--- src/rtl/iowrite_pkg.sv ---
// Shared definitions for the I/O write path: write-target decode, LED address
// map, display idle values and the common-anode hex segment table.
package iowrite_pkg;

  localparam logic [1:0] LED_LO_ADDR = 2'b00;
  localparam logic [1:0] LED_HI_ADDR = 2'b10;

  localparam logic [7:0] SEG_BLANK = 8'hFF;
  localparam logic [3:0] AN_OFF    = 4'b1111;

  // Active-low segments {dp,g,f,e,d,c,b,a}; dp is always off.
  localparam logic [7:0] HEX_SEG [0:15] = '{
    8'hC0, 8'hF9, 8'hA4, 8'hB0, 8'h99, 8'h92, 8'h82, 8'hF8,
    8'h80, 8'h90, 8'h88, 8'h83, 8'hC6, 8'hA1, 8'h86, 8'h8E
  };

  typedef enum logic [1:0] {
    WR_NONE,
    WR_LED_LO,
    WR_LED_HI,
    WR_SEG
  } wr_target_e;

  // Selecting both devices at once is a decode error and writes nothing;
  // LED writes to the odd addresses are silently ignored.
  function automatic wr_target_e decode_write(input logic       iow,
                                              input logic       ledctrl,
                                              input logic       segctrl,
                                              input logic [1:0] addr_lo);
    wr_target_e target;
    target = WR_NONE;
    if (iow && ledctrl && !segctrl) begin
      if (addr_lo == LED_LO_ADDR)      target = WR_LED_LO;
      else if (addr_lo == LED_HI_ADDR) target = WR_LED_HI;
    end else if (iow && segctrl && !ledctrl) begin
      target = WR_SEG;
    end
    return target;
  endfunction

endpackage

--- src/rtl/seg_hex_decoder.sv ---
// Combinational nibble to active-low seven-segment pattern lookup.
module seg_hex_decoder
  import iowrite_pkg::*;
(
  input  logic [3:0] nibble,
  output logic [7:0] seg
);

  // Straight table lookup; the table already carries dp=1 (off).
  always_comb begin
    seg = HEX_SEG[nibble];
  end

endmodule

--- src/rtl/iowrite_ctrl.sv ---
// Write-side I/O block: latches store data from memorio into the LED register
// and the 16-bit seven-segment value register, acknowledges each accepted
// write, and scans the value as four hex digits on a common-anode display.
// Optional build macro IOWRITE_LEADING_ZERO_BLANK_EN blanks leading zero
// digits (digit 0 is always shown).
module iowrite_ctrl
  import iowrite_pkg::*;
#(
  parameter int LED_WIDTH = 24,
  parameter int SCAN_DIV  = 100000
) (
  input  logic                 clock,
  input  logic                 reset,
  input  logic                 iow,
  input  logic                 ledctrl,
  input  logic                 segctrl,
  input  logic [1:0]           addr_lo,
  input  logic [15:0]          iowrite_data,
  output logic [LED_WIDTH-1:0] led,
  output logic [3:0]           seg_an,
  output logic [7:0]           seg_out,
  output logic                 write_ack
);

  localparam int DIV_W = (SCAN_DIV > 1) ? $clog2(SCAN_DIV) : 1;
  localparam logic [DIV_W-1:0] DIV_LAST = DIV_W'(SCAN_DIV - 1);

  wr_target_e           wr_target;
  logic [LED_WIDTH-1:0] led_q, led_d;
  logic [15:0]          seg_value_q, seg_value_d;
  logic [DIV_W-1:0]     div_q, div_d;
  logic [1:0]           idx_q, idx_d;
  logic [3:0]           seg_an_q, seg_an_d;
  logic [7:0]           seg_out_q, seg_out_d;
  logic                 write_ack_q, write_ack_d;
  logic [3:0]           cur_nibble;
  logic [7:0]           hex_seg;
  logic                 blank;

  // Classify the store cycle presented this clock.
  always_comb begin
    wr_target = decode_write(iow, ledctrl, segctrl, addr_lo);
  end

  // Register updates for accepted writes; ack follows one cycle later.
  always_comb begin
    led_d       = led_q;
    seg_value_d = seg_value_q;
    write_ack_d = (wr_target != WR_NONE);
    case (wr_target)
      WR_LED_LO: led_d[15:0]           = iowrite_data;
      WR_LED_HI: led_d[LED_WIDTH-1:16] = iowrite_data[LED_WIDTH-17:0];
      WR_SEG:    seg_value_d           = iowrite_data;
      default:   ;
    endcase
  end

  // Dwell counter; advancing the digit on the terminal count.
  always_comb begin
    div_d = div_q + DIV_W'(1);
    idx_d = idx_q;
    if (div_q == DIV_LAST) begin
      div_d = '0;
      idx_d = idx_q + 2'd1;
    end
  end

  // Pick the nibble for the digit currently being scanned.
  always_comb begin
    case (idx_q)
      2'd0:    cur_nibble = seg_value_q[3:0];
      2'd1:    cur_nibble = seg_value_q[7:4];
      2'd2:    cur_nibble = seg_value_q[11:8];
      default: cur_nibble = seg_value_q[15:12];
    endcase
  end

  seg_hex_decoder u_hex (
    .nibble (cur_nibble),
    .seg    (hex_seg)
  );

`ifdef IOWRITE_LEADING_ZERO_BLANK_EN
  // A digit is a leading zero when it and every higher nibble are zero.
  always_comb begin
    case (idx_q)
      2'd0:    blank = 1'b0;
      2'd1:    blank = (seg_value_q[15:4] == 12'd0);
      2'd2:    blank = (seg_value_q[15:8] == 8'd0);
      default: blank = (seg_value_q[15:12] == 4'd0);
    endcase
  end
`else
  // All four digits are always shown.
  always_comb begin
    blank = 1'b0;
  end
`endif

  // Next values for the registered display outputs.
  always_comb begin
    seg_an_d  = ~(4'b0001 << idx_q);
    seg_out_d = blank ? SEG_BLANK : hex_seg;
  end

  // All state, with reset taking priority over any write in the same cycle.
  always_ff @(posedge clock) begin
    if (reset) begin
      led_q       <= '0;
      seg_value_q <= '0;
      div_q       <= '0;
      idx_q       <= '0;
      seg_an_q    <= AN_OFF;
      seg_out_q   <= SEG_BLANK;
      write_ack_q <= 1'b0;
    end else begin
      led_q       <= led_d;
      seg_value_q <= seg_value_d;
      div_q       <= div_d;
      idx_q       <= idx_d;
      seg_an_q    <= seg_an_d;
      seg_out_q   <= seg_out_d;
      write_ack_q <= write_ack_d;
    end
  end

  assign led       = led_q;
  assign seg_an    = seg_an_q;
  assign seg_out   = seg_out_q;
  assign write_ack = write_ack_q;

endmodule

--- config.mk ---
export PLATFORM = sky130hd
export DESIGN_NAME = iowrite_ctrl
export DESIGN_NICKNAME = d
export VERILOG_FILES = /design/src/rtl/iowrite_pkg.sv /design/src/rtl/seg_hex_decoder.sv /design/src/rtl/iowrite_ctrl.sv
export SDC_FILE = /design/constraint.sdc
export NUM_CORES = 1
export LEC_CHECK = 0
export CORE_ASPECT_RATIO = 0.7
export CORE_MARGIN = 2
export CORE_UTILIZATION = 55
export CTS_CLUSTER_SIZE = 8
export DETAILED_ROUTE_END_ITERATION = 12
export PLACE_DENSITY = 0.83
export SYNTH_ARGS = -nofsm -noshare
export SYNTH_HDL_FRONTEND = slang
export SYNTH_SLANG_ARGS = --single-unit
--- constraint.sdc ---
create_clock -name clock -period 6.95 [get_ports clock]
set_clock_uncertainty 0.15 [all_clocks]
set_input_delay 2.085 -clock clock [delete_from_list [all_inputs] [get_ports clock]]
set_output_delay 2.085 -clock clock [all_outputs]
set_load 0.01 [all_outputs]
; ---- Word level (Yosys, flattened, before mapping)
; Memory sizes are Yosys's and may differ from the RTL's. A register that Yosys moved wholly into a read port is not among the register bits.
; Cells that the tools add are included.
; Widths: inputs -> output; s select.
[word_totals]
regBits = 64
rom_bits = 128
input_bits = 23
output_inout_bits = 37
memories = 1
[classes]
addsub = 2
n_eq_ne = 7
n_shift = 1
mux = 5
bitwise_logic = 2
reduce_logical = 10
[mem_list]
columns = memory, words, width, rd, rd_clocked_by_memory_dff, write_ports, line
row1 = (no name shown), 16, 8, 1, 1, 0, seg_hex_decoder.sv:11  ; seg = HEX_SEG[nibble];
[ops]
columns = cell, count
row1 = $add 17x1->17 const B, 1
row2 = $eq 17x17->1 const B, 1
row3 = $pmux 4 s3, 1
row4 = $eq 2x2->1 const B, 4
row5 = $mux 2, 4
row6 = $not 4->5, 1
row7 = $eq 2x1->1 const B, 2
row8 = $logic_and 1x1->1, 4
row9 = $logic_not 2->1, 2
row10 = $not 4->4, 1
row11 = $shl 1x2->4 const A, 1
row12 = $add 2x1->2 const B, 1
row13 = $logic_not 1->1, 2
row14 = $reduce_bool 2->1, 1
row15 = $reduce_or 2->1, 1

; ---- Longest topological paths before layout
; Gate-level depths: netlist (run 1).
[depth]
word_depth = 5
ltp_mapped = 8
depth_no_buf = 8

; ---- Hierarchy
; A second synthesis (run 1) with hierarchy kept.
[unflattened]
hier_cells = 324
area_unflattened_um2 = 3084.2
[by_module_without_submodules]
columns = module, instances, cells_each, area_per_inst_um2
row1 = iowrite_ctrl, 1, 290, 2797.7
row2 = seg_hex_decoder, 1, 34, 286.5

; ---- Least setup slack after synthesis (run 1)
; Ideal clock, no wire load.
[synth_path]
kind = input -> register
start = in addr_lo[0]
end = reg led_q[10], in the netlist led[10]
setup_time_ns = 0.128
arrival_ns = 3.147
path_slack_ns = 3.526
path_stages = 5
path_buffers = 1
cell_sequence = nand4bb_1 nor2_2 buf_2 mux2i_1 nor2_1
[synth_between]
elab_chain_len = 5
[synth_rtl]
columns = element, line
row1 = "start, declared", iowrite_ctrl.sv:17  ; input logic [1:0] addr_lo,
row2 = $eq 2x2->1, iowrite_pkg.sv:34  ; else if (addr_lo == LED_HI_ADDR) target = WR_LED_HI;
row3 = $mux 2, iowrite_pkg.sv:34
row4 = $mux 2 (*), iowrite_pkg.sv:33  ; if (addr_lo == LED_LO_ADDR) target = WR_LED_LO;
row5 = $mux 2 (*), iowrite_pkg.sv:32  ; if (iow && ledctrl && !segctrl) begin
row6 = $eq 2x1->1 (*), iowrite_ctrl.sv:50  ; case (wr_target)
row7 = "end signal, assigned", iowrite_ctrl.sv:117  ; led_q <= led_d;
row8 = "end, declared", iowrite_ctrl.sv:29  ; logic [LED_WIDTH-1:0] led_q, led_d;
; Every way passes the cells marked *; elsewhere a longest branch is shown, timed or not.
; A chain may end at the register's enable or synchronous reset.

; ---- Final worst setup path (run 1)
[layout_path]
start = in segctrl
end = reg led_q[15], in the netlist led[15]
[layout_between]
elab_chain_len = 5
[layout_rtl]
columns = element, line
row1 = "start, declared", iowrite_ctrl.sv:16  ; input logic segctrl,
row2 = $logic_and 1x1->1 (2 in a row), iowrite_pkg.sv:35  ; end else if (iow && segctrl && !ledctrl) begin
row3 = $mux 2, iowrite_pkg.sv:35
row4 = $mux 2 (*), iowrite_pkg.sv:32
row5 = $eq 2x1->1 (*), iowrite_ctrl.sv:50
; Marks and branches as above.

==> results.sh, run 1 <==
export IMPL_ir_worst_vdd_uv=121
export IMPL_final_net_count=416
export IMPL_wire_per_inst_um=13.6
export IMPL_layout_common_cells="dfxtp_1 (71), clkdlybuf4s50_1 (58), nand2_1 (44)"
export IMPL_synth_edff_count=0
export IMPL_slew_headroom=0.314
export IMPL_startpoint_type="input port"
export IMPL_antenna_left=0
export IMPL_fin_crit_sh=0.557
export IMPL_switching_share=0.212
export IMPL_cts_resized=0
export IMPL_final_common_cell="dfxtp_1"
export IMPL_rows=22
export IMPL_clk_latency_ns=0.35
export IMPL_status="completed"
export IMPL_setup_tns_ns=0
export IMPL_async_reset_ff_frac=0
export IMPL_port_buffers=58
export IMPL_min_period_ns=3.87
export IMPL_clockBufferDepth=2
export IMPL_rsz0062_at_grt="false"
export IMPL_synthCells=325
export IMPL_seq_area_frac_synth=0.475
export IMPL_synthDistinctLibCells=48
export IMPL_synth_seq_cells=71
export IMPL_ys_warn_count=0
export IMPL_nFillCells=402
export IMPL_boundaryPins=60
export IMPL_antenna_found_initial=0
export IMPL_dieArea_mm2=0.00606
export IMPL_power_frac_comb=0.075
export IMPL_dpl_cell_count=442
export IMPL_diodes=0
export IMPL_ff2ff_setup_slack_ns=4.22
export IMPL_grt_pass1_wl_mm=10.6
export IMPL_numCtsBuffers=9
export IMPL_setup_viol=0
export IMPL_seqPwrFrac=0.506
export IMPL_synthesis_area_mm2=0.00299
export IMPL_fp_dieW_um=92.2
export IMPL_grt_max_degree=50
export IMPL_holdCritPathClass="reg -> reg"
export IMPL_cts_root_buf="clkbuf_8"
export IMPL_avgViaCountPerCell=5.36
export IMPL_cts_sinks=71
export IMPL_drv_slew=0
export IMPL_report_final_hold_viol_count=0
export IMPL_p_per_area_mw_per_mm2=218
export IMPL_drtPass1Iterations=4
export IMPL_synthFlopType="dfxtp_1"
export IMPL_crit_type="in -> reg"
export IMPL_cts_clk_slew_worst_paths_ns=0.07
export IMPL_worstMarginPinSlew_ns=1.03
export IMPL_cts_hold_buf=0
export IMPL_gp_congestion=0.768
export IMPL_grt_pass1_vias=2268
export IMPL_p_int_uw=657
export IMPL_fmax_mhz=258
export IMPL_cts_max_level=3
export IMPL_leakage_uw=0.00142
export IMPL_start_util=0.569
export IMPL_power_frac_clock=0.420
export IMPL_grtUsageTotal=0.226
export IMPL_place_hpwl_mm=4.31
export IMPL_via_count=2449
export IMPL_final_cells=457
export IMPL_drive_gt1_frac=0.0753
export IMPL_cts_tree="built"
export IMPL_die_h_um=65.7
export IMPL_crit_path_end_kind="flip-flop"
export IMPL_worstPathArrival_ns=3.93
export IMPL_synth_fp_nets=360
export IMPL_cap_violations=0
export IMPL_p_sw_uw=177
export IMPL_drc=0
export IMPL_cp_required_ns=7.01
export IMPL_syn_avg_cell_area_um2=9.21
export IMPL_postCtsSetupRepairBufs=0
export IMPL_crit_fanout=16
export IMPL_synthToLayoutAreaGrowth_pct=27.7
export IMPL_drt_iter0_drc=152
export IMPL_drt_wl_total_mm=6.23
export IMPL_grt_overflow_total=0
export IMPL_coreArea_mm2=0.00526
power groups by stage:
stage	Combinational, uW	Sequential, uW	Clock [uW]
finish	62.6	422	350
floorplan	28.4	433	0
global placement	61.0	431	0
detailed placement	62.4	431	0
global route	68.3	423	376
CTS	62.9	422	356
worst max-delay path, stage by stage:
cell and delay [ns]:
clkdlybuf4s50_1 0.47, nand4bb_1 0.24, nor2_2 0.80, mux2i_1 0.28, nor2_1 0.05
routing by layer:
metal / GRT usage / vias up / part of all wire
li1: - / 1226 / -
met4: 0.0597 / 0 / 0.0083
met2: 0.341 / 69 / 0.43
met3: 0.0883 / 8 / 0.064
met1: 0.305 / 1146 / 0.50
met5: 0 / - / 0
Yosys cell counts (3+ instances only):
library cell | n | share of area
nand2_1 | 44 | 0.055
inv_1 | 10 | 0.013
ha_1 | 12 | 0.050
a21oi_1 | 23 | 0.038
or3_1 | 3 | 0.0063
nor3_1 | 4 | 0.0067
mux2i_1 | 28 | 0.094
xor2_1 | 6 | 0.018
xnor2_1 | 7 | 0.020
mux2_2 | 3 | 0.011
o221ai_1 | 3 | 0.0088
o21ai_0 | 6 | 0.010
clkbuf_1 | 6 | 0.0075
nand4_1 | 3 | 0.0063
nand3_1 | 10 | 0.017
buf_2 | 4 | 0.0067
buf_1 | 3 | 0.0038
dfxtp_1 | 71 | 0.47
nor2_1 | 40 | 0.050
a222oi_1 | 3 | 0.010
metrics by stage:
step | total power (uW) | worst slack [ns] | utilization | area [um^2] | hold WS, ns
6_report | 835 | 3.08 | 0.727 | 3820 | 0.308
5_1_grt | 867 | 2.91 | 0.727 | 3820 | 0.328
4_1_cts | 840 | 3.07 | 0.727 | 3820 | 0.310
3_5_place_dp | 494 | 2.70 | 0.687 | 3610 | 0.305
3_3_place_gp | 492 | 2.77 | 0.687 | 3610 | 0.292
2_1_floorplan | 461 | 3.53 | - | 2990 | 0.280
cells by family (layout without fill, tap and decap cells):
| kind of cell | Yosys count | count (layout) | share of synthesized area |
|---|---|---|---|
| AO/OA/AOI/OAI | 45 | 45 | 0.0932 |
| XOR/XNOR | 13 | 13 | 0.0380 |
| adder cells (fa/ha/maj) | 12 | 12 | 0.0501 |
| buffers and inverters | 27 | 87 | 0.0368 |
| flip-flops | 71 | 71 | 0.475 |
| multiplexers | 32 | 32 | 0.109 |
| other | 1 | 1 | 0.00125 |
| AND/OR/NAND/NOR | 124 | 124 | 0.196 |
path summary, 6_finish.rpt:
kind | cells past startpoint | to | start
worst max-delay path | 5 | led[15] | segctrl
worst min-delay path | 2 | seg_value_q[13] | seg_value_q[13]
worst max register to register | 8 | seg_out[3] | idx_q[0]
worst min register to register | 2 | seg_value_q[13] | seg_value_q[13]
cell type report:
class | count | area, um^2 | share of cell area
flip-flops and latches | 71 | 1420 | 0.372
inverters | 13 | 48.8 | 0.0128
well taps | 72 | 90.1 | 0.0236
clock buffers | 11 | 141 | 0.0370
clock inverters | 4 | 70.1 | 0.0183
repair buffers | 59 | 588 | 0.154
multi-input cells | 227 | 1460 | 0.383
sequential cells by signal, indices dropped and copies added (netlist names):
register     count
led             24
div_q           17
seg_value_q     16
seg_out          7
seg_an           4
idx_q            2
write_ack        1
No activity file was read; power rests on OpenSTA's default activity.
==> run 2, diff against run 1 <==
--- a/config.mk
+++ b/config.mk
@@ -7,10 +7,10 @@
 export LEC_CHECK = 0
 export CORE_ASPECT_RATIO = 0.7
 export CORE_MARGIN = 2
-export CORE_UTILIZATION = 55
+export CORE_UTILIZATION = 51
 export CTS_CLUSTER_SIZE = 8
 export DETAILED_ROUTE_END_ITERATION = 12
-export PLACE_DENSITY = 0.83
+export PLACE_DENSITY = 0.77
 export SYNTH_ARGS = -nofsm -noshare
 export SYNTH_HDL_FRONTEND = slang
 export SYNTH_SLANG_ARGS = --single-unit
==> constraint.sdc (replaced) <==
create_clock -name clock -period 4 [get_ports clock]
set_clock_uncertainty 0.15 [all_clocks]
set_input_delay 1.2 -clock clock [delete_from_list [all_inputs] [get_ports clock]]
set_output_delay 1.2 -clock clock [all_outputs]
set_load 0.01 [all_outputs]
==> results.sh, run 2 (synthesized netlist as in run 1, its figures left out) <==
export IMPL_grt_pass1_vias=2104
export IMPL_clk_latency_ns=0.35
export IMPL_grtUsageTotal=0.201
export IMPL_gp_congestion=0.816
export IMPL_clockBufferDepth=2
export IMPL_cts_hold_buf=0
export IMPL_wire_per_inst_um=13.4
export IMPL_avgViaCountPerCell=5.28
export IMPL_cp_required_ns=4.05
export IMPL_cts_tree="built"
export IMPL_dieArea_mm2=0.00651
export IMPL_rows=23
export IMPL_holdCritPathClass="reg -> reg"
export IMPL_cts_max_level=3
export IMPL_final_cell_area_mm2=0.00382
export IMPL_report_final_hold_viol_count=0
export IMPL_largest_reg_flops=24
export IMPL_drtPass1Iterations=5
export IMPL_setup_tns_ns=0
export IMPL_fmax_mhz=380
export IMPL_placed_cell_area_mm2=0.00362
export IMPL_startpoint_type="flip-flop"
export IMPL_grt_overflow_total=0
export IMPL_port_buffers=58
export IMPL_drv_slew=0
export IMPL_die_h_um=68.1
export IMPL_diodes=0
export IMPL_cp_buffers_inverters=2
export IMPL_worstMarginPinSlew_ns=0.675
export IMPL_cap_violations=0
export IMPL_ir_worst_vdd_uv=201
export IMPL_cts_sinks=71
export IMPL_layout_common_cells="dfxtp_1 (71), clkdlybuf4s50_1 (58), nand2_1 (44)"
export IMPL_drt_iter0_drc=197
export IMPL_rsz0062_at_grt="false"
export IMPL_crit_fanout=7
export IMPL_start_util=0.525
export IMPL_setup_viol=0
export IMPL_crit_family="compound AO/OA/AOI/OAI gates"
export IMPL_drive_gt1_frac=0.0801
export IMPL_coreArea_mm2=0.00570
export IMPL_p_per_area_mw_per_mm2=367
export IMPL_boundaryPins=60
export IMPL_via_count=2440
export IMPL_antenna_found_initial=0
export IMPL_crit_type="reg -> reg"
export IMPL_min_period_ns=2.63
export IMPL_numCtsBuffers=9
export IMPL_slew_headroom=0.550
export IMPL_postCtsSetupRepairBufs=0
export IMPL_drt_wl_total_mm=6.18
export IMPL_leakage_uw=0.00140
export IMPL_fp_dieW_um=95.6
export IMPL_grt_pass1_wl_mm=9.96
export IMPL_grt_max_degree=46
export IMPL_place_hpwl_mm=4.35
export IMPL_drc=0
export IMPL_final_common_cell="dfxtp_1"
export IMPL_status="completed"
export IMPL_cpPeakStageDelay_ns=0.44
export IMPL_critical_path_slowest_cell="a2111oi_0"
export IMPL_worstPathArrival_ns=2.69
export IMPL_crit_path_end_kind="flip-flop"
export IMPL_cts_root_buf="clkbuf_8"
export IMPL_nFillCells=474
export IMPL_fin_crit_sh=0.659
export IMPL_cts_clk_slew_worst_paths_ns=0.07
export IMPL_crit_chain="inv_1, ha_1, a222oi_1, mux2_2, inv_1, ha_1, a2111oi_0, a31oi_1"
export IMPL_dpl_cell_count=446
export IMPL_final_net_count=417
export IMPL_final_cells=462
export IMPL_cts_resized=0
export IMPL_synthToLayoutAreaGrowth_pct=27.6
export IMPL_antenna_left=0
-- run 2: where the power goes --
group          total, uW  leakage [uW]  switching, uW  internal [uW]
Combinational        109      0.000739           53.3           55.7
Clock                559     0.0000891            268            291
Sequential           733      0.000577           8.77            724
-- run 2: final timing paths --
kind,start,end,slack (ns),cells past startpoint
setup / recovery,idx_q[0],seg_out[3],1.37,8
hold / removal,seg_value_q[3],seg_value_q[3],0.31,2
setup reg to reg,idx_q[0],seg_out[3],1.37,8
hold reg to reg,seg_value_q[3],seg_value_q[3],0.31,2
-- run 2: per-stage QoR --
| step | hold WS (ns) | total power (uW) | setup WS, ns | util |
|---|---|---|---|---|
| floorplan | 0.280 | 802 | 1.46 | - |
| global placement | 0.292 | 855 | 1.17 | 0.636 |
| detailed placement | 0.300 | 857 | 1.12 | 0.636 |
| CTS | 0.311 | 1420 | 1.37 | 0.670 |
| global route | 0.337 | 1460 | 1.19 | 0.670 |
| finish | 0.308 | 1400 | 1.37 | 0.670 |
-- run 2: layout make-up --
type | instances | area [um^2] | area share
Tap cell | 75 | 93.8 | 0.0246
Clock buffer | 10 | 128 | 0.0334
Timing Repair Buffer | 60 | 596 | 0.156
Sequential cell | 71 | 1420 | 0.372
Inverter | 13 | 48.8 | 0.0128
Clock inverter | 6 | 70.1 | 0.0183
Multi-Input combinational cell | 227 | 1460 | 0.383
-- run 2: routing by layer --
metal  wire length, um  vias up  track usage  share of wire
li1                  -     1229            -              -
met1              3170     1122        0.301           0.51
met2              2520       82        0.269           0.41
met3               426        7       0.0562          0.069
met4                61        0       0.0804         0.0099
met5                 0        -            0              0
-- run 2: tightest hold or removal path, cell delays in order, from the launching register on --
cell and delay [ns]:
dfxtp_1 0.31, nand2_1 0.05, a21oi_1 0.05
